$ cat config.mk
export PLATFORM = sky130hd
export DESIGN_NAME = bram_stream_reader
export DESIGN_NICKNAME = d
export VERILOG_FILES = /design/src/rtl/bram_stream_reader.sv
export SDC_FILE = /design/constraint.sdc
export NUM_CORES = 1
export LEC_CHECK = 0
export CAP_MARGIN = 20
export CORE_AREA = 4 4 102 124
export CTS_CLUSTER_DIAMETER = 50
export DETAILED_ROUTE_END_ITERATION = 16
export DIE_AREA = 0 0 106 128
export PLACE_DENSITY = 0.55
export SYNTH_ARGS = -nofsm -noshare
export SYNTH_HDL_FRONTEND = slang
export SYNTH_SLANG_ARGS = --single-unit
export TNS_END_PERCENT = 50
$ cat constraint.sdc
create_clock -name clk_i -period 2.9 [get_ports clk_i]
set_input_delay 0.725 -clock clk_i [delete_from_list [all_inputs] [get_ports clk_i]]
set_output_delay 0.725 -clock clk_i [all_outputs]
set_load 0.02 [all_outputs]
$ cat src/rtl/bram_stream_reader.sv
// Sweeps a contiguous BRAM address range and streams the words out over
// valid/ready with a last marker, covering the RAM's one-cycle read latency.
module bram_stream_reader #(
  parameter int ADDR_WIDTH = 8,
  parameter int DATA_WIDTH = 32
) (
  input  logic                  clk_i,
  input  logic                  reset_i,
  input  logic                  start_i,
  input  logic [ADDR_WIDTH-1:0] start_addr_i,
  input  logic [ADDR_WIDTH:0]   length_i,
  output logic                  busy_o,
  output logic                  done_o,
  output logic [ADDR_WIDTH-1:0] raddr_o,
  output logic                  read_en_o,
  input  logic [DATA_WIDTH-1:0] rdata_i,
  output logic [DATA_WIDTH-1:0] data_o,
  output logic                  valid_o,
  output logic                  last_o,
  input  logic                  ready_i
);

  typedef enum logic [1:0] {IDLE, RUN, DRAIN} state_t;

  localparam logic [ADDR_WIDTH-1:0] ADDR_ONE = 1;
  localparam logic [ADDR_WIDTH:0]   REM_ONE  = 1;

  state_t                state, state_nxt;
  logic                  done_nxt;
  logic [ADDR_WIDTH-1:0] addr;
  logic [ADDR_WIDTH:0]   rem;
  logic                  vld_p1, last_p1;
  logic [DATA_WIDTH-1:0] buf_data [2];
  logic [1:0]            buf_last;
  logic                  rd_ptr, wr_ptr;
  logic [1:0]            occ;
  logic [1:0]            level;
  logic                  pop, push, issue, issue_last, accept;

  assign pop        = valid_o && ready_i;
  assign push       = vld_p1;
  // Credit: buffered + in flight after this cycle's pop must leave room.
  assign level      = occ + {1'b0, vld_p1} - {1'b0, pop};
  assign issue      = (state == RUN) && (rem != '0) && (level < 2'd2);
  assign issue_last = issue && (rem == REM_ONE);
  assign accept     = (state == IDLE) && start_i && (length_i != '0);

  always_comb begin
    state_nxt = state;
    done_nxt  = 1'b0;
    case (state)
      IDLE: begin
        if (start_i) begin
          if (length_i != '0) state_nxt = RUN;
          else                done_nxt  = 1'b1;
        end
      end
      RUN: begin
        if (issue_last) state_nxt = DRAIN;
      end
      DRAIN: begin
        if (pop && last_o) begin
          state_nxt = IDLE;
          done_nxt  = 1'b1;
        end
      end
      default: state_nxt = IDLE;
    endcase
  end

  // Issue stage: address/count control and the read-in-flight marker
  always_ff @(posedge clk_i) begin
    if (reset_i) begin
      state   <= IDLE;
      done_o  <= 1'b0;
      addr    <= '0;
      rem     <= '0;
      vld_p1  <= 1'b0;
      last_p1 <= 1'b0;
    end else begin
      state   <= state_nxt;
      done_o  <= done_nxt;
      vld_p1  <= issue;
      last_p1 <= issue_last;
      if (accept) begin
        addr <= start_addr_i;
        rem  <= length_i;
      end else if (issue) begin
        addr <= addr + ADDR_ONE;
        rem  <= rem - REM_ONE;
      end
    end
  end

  // Capture stage: two-entry output buffer control
  always_ff @(posedge clk_i) begin
    if (reset_i) begin
      occ    <= '0;
      rd_ptr <= 1'b0;
      wr_ptr <= 1'b0;
    end else begin
      if (push) wr_ptr <= ~wr_ptr;
      if (pop)  rd_ptr <= ~rd_ptr;
      case ({push, pop})
        2'b10:   occ <= occ + 2'd1;
        2'b01:   occ <= occ - 2'd1;
        default: occ <= occ;
      endcase
    end
  end

  always_ff @(posedge clk_i) begin
    if (push) begin
      buf_data[wr_ptr] <= rdata_i;
      buf_last[wr_ptr] <= last_p1;
    end
  end

  assign busy_o    = (state != IDLE);
  assign read_en_o = issue;
  assign raddr_o   = addr;
  assign valid_o   = (occ != 2'd0);
  assign data_o    = valid_o ? buf_data[rd_ptr] : '0;
  assign last_o    = valid_o && buf_last[rd_ptr];

endmodule

==> impl_metrics.tcl <==
set metrics [dict create \
    status "finished clean" \
    cap_viol_max_count 0 \
    rsz0062_at_grt "false" \
    cts_buffers 9 \
    fillers 1048 \
    synth_edf_count 66 \
    die_area_um2 13570 \
    port_buffers 97 \
    startpoint_type "primary input" \
    met2_length_um 4194 \
    grt_overflow_total 0 \
    async_flop_share_pct 0 \
    p_per_area_nw_per_um2 583.1 \
    ir_worst_vdd_v 0.0002442 \
    std_cell_rows 43 \
    cts.clk_slew.worst_paths_ps 60 \
    firstDrtPassIters 5 \
    max_freq_ghz 0.3538 \
    required_ps 2170 \
    min_period_ps 2826 \
    cts_tree "yes" \
    synth_cell_types 43 \
    utilization_pct 47.93 \
    grt_use_total_pct 12.98 \
    worst_pin_slew_ps 846.0 \
    wl_met1_um 4051 \
    core_um2 11410 \
    hpwl_um 6175 \
    final_cells 587 \
    worstSkewPairLatency_ps 330 \
    min_path_cells 0 \
    final_nets 482 \
    finalCritPeriodShare_pct 97.46 \
    grt_max_degree 34 \
    routabilityCongestion 0.8467 \
    die_h_um 128 \
    drt_iter0_drc 144 \
    setup_slack_ps 73.55 \
    top_layer_used "met4" \
    drive_gt1_share_pct 9.767 \
    wl_per_cell_um 15.18 \
    ys_seq_area_share_pct 64.27 \
    p_leak_nw 1.792 \
    hold_violations 0 \
    finalSetupViolations 0 \
    n_antenna_cell 0 \
    synth_cells 318 \
    cts_max_path_buffers 2 \
    dr_wl_met3_um 549 \
    dpl.cell_count 571 \
    wl_um 8908 \
    area_growth_syn_to_layout_pct 39.27 \
    finalPower_w 0.003188 \
    route.vias.total 2842 \
    netlist_area_um2 3925 \
    fin_skew_ps 5.712 \
    cts.sinks 93 \
    critical_path_class "in2out" \
    crit_arrival_ps 2100 \
    cp_max_fo 4 \
    drv_slew 0 \
    ant_nets 0 \
    synth_top_flop_cell "edfxtp_1" \
    grt_pass1_vias 2800 \
    grt_pass1_wl_um 13950 \
    die_w_um 106 \
    cp-end-kind "primary output" \
    initial_core_util_pct 34.41 \
    cts-root-buf "clkbuf_16" \
    r2r_cells 8 \
    yosys_warnings 0 \
    drc 0 \
    postCtsHoldBufs 0 \
    hp-class "reg2reg" \
    dp_slack_ps -190.7 \
    relSlewSlack_pct 43.60 \
    ys_ff_latch 93 \
    vias_per_cell 4.842 \
    design.portCount 98 \
    synth_area_per_cell_um2 12.34 \
    antenna_found_initial 0 \
    h-tree-depth 3 \
    syn_nets 375 \
]
-- Yosys cell counts, drive strengths merged, types with 4 or more instances --
master	number	area (um2)
a211oi	7	52.55
buf	7	28.78
a311oi	8	70.07
inv	7	26.27
xnor2	5	43.79
nor2	64	240.2
edfxtp	66	1982
clkbuf	8	30.03
dfxtp	27	540.5
nand3	8	52.55
ha	4	50.05
mux2i	35	350.3
nor3	8	40.04
nor4	5	37.53
nand2	12	45.04
o21ai	8	40.04
-- where the power goes --
| group | total, W | internal [W] | switching (W) | leakage, nW |
|---|---|---|---|---|
| clock | 0.00119 | 0.000697 | 0.000490 | 0.142 |
| sequential | 0.00153 | 0.00149 | 0.0000443 | 0.823 |
| combinational | 0.000467 | 0.000227 | 0.000240 | 0.827 |
-- metal layers --
layer	up-vias	global-route usage [%]
met5	-	0
met4	0	4.040
met3	11	3.073
met2	111	22.07
met1	1336	16.41
li1	1384	-
-- critical path, cell delays in order --
cell and delay, ps:
clkdlybuf4s50_1 500, and2b_2 230, o21a_2 230, nand3_4 80, inv_2 50, clkdlybuf4s15_1 280
-- cell type report --
cell class | count | area [um2] | share of cell area [%]
sequential | 93 | 2524 | 46.17
multi-input combinational | 203 | 1335 | 24.42
timing repair buffer | 111 | 1076 | 19.68
clock buffer | 10 | 239.0 | 4.372
tap | 157 | 196.4 | 3.593
clock inverter | 6 | 70.07 | 1.282
inverter | 7 | 26.28 | 0.4807
-- worst paths after layout --
kind	start	to	slack, ps
setup / recovery	ready_i	read_en_o	70
hold / removal	last_p1$_SDFF_PP0_	buf_last[0]$_DFFE_PP_	440
setup reg to reg	rem[1]$_SDFFE_PP0P_	raddr_o[7]$_SDFFE_PP0P_	840
hold reg to reg	last_p1$_SDFF_PP0_	buf_last[0]$_DFFE_PP_	440
-- registers in the layout, indices dropped and copies added, names as in the netlist, named ones only --
register  flops
buf_data     64
last_p1       1
push          1
buf_last      2
rem           9
occ           2
raddr_o       8
wr_ptr        1
done_o        1
state         2
rd_ptr        1
-- timing repair --
| action | CTS | global route |
|---|---|---|
| endpoints found under the setup margin | 1 | 1 |
| pin swaps | 0 | 0 |
| gates cloned | 0 | 0 |
| gates resized for setup | 1 | 2 |
| setup buffers | 0 | 0 |
-- cells by family (layout without fill, tap and decap cells) --
kind of cell / count (synthesis) / after routing / synth area share (%)
and+or+nand+nor: 119 / 119 / 14.60
DFF: 93 / 93 / 64.27
AOI/OAI and AO/OA: 36 / 36 / 6.694
muxes: 36 / 36 / 9.213
buffers and inverters: 22 / 134 / 2.168
xor gates and xnor gates: 8 / 8 / 1.785
adders and majority gates: 4 / 4 / 1.275
-- placed cells by master (no fill, tap or decap), types with 2 or more instances in the layout --
cell type,netlist,layout
a311oi_1,8,8
edfxtp_1,66,66
o41ai_1,2,2
a21oi_1,3,3
xor2_1,3,3
a211oi_1,7,7
ha_1,4,4
xnor2_1,5,5
nor4_1,4,4
o21a_2,2,2
inv_1,6,6
nand2b_1,2,2
nand3_1,7,7
clkbuf_16,0,9
mux2i_1,35,35
nand2_1,12,12
or4_1,2,2
nor3_1,8,8
and2_1,3,2
buf_4,0,14
clkdlybuf4s50_1,0,96
clkinvlp_4,0,3
o21ai_0,8,8
inv_6,0,2
nor2_1,64,63
or3_1,3,3
dfxtp_1,27,26
nand4_1,2,2
and2b_1,2,2
o31ai_1,2,2
-- per-stage QoR --
step	cell area [um2]	setup TNS [ps]	hold WS (ps)
2_1_floorplan	3925	0	403.7
3_3_place_gp	5151	-184.4	407.9
3_5_place_dp	5151	-190.7	430.3
4_1_cts	5459	0	445.8
5_1_grt	5466	0	448.6
6_report	5466	0	439.8
Note: power is estimated with default switching activity, not from simulation.
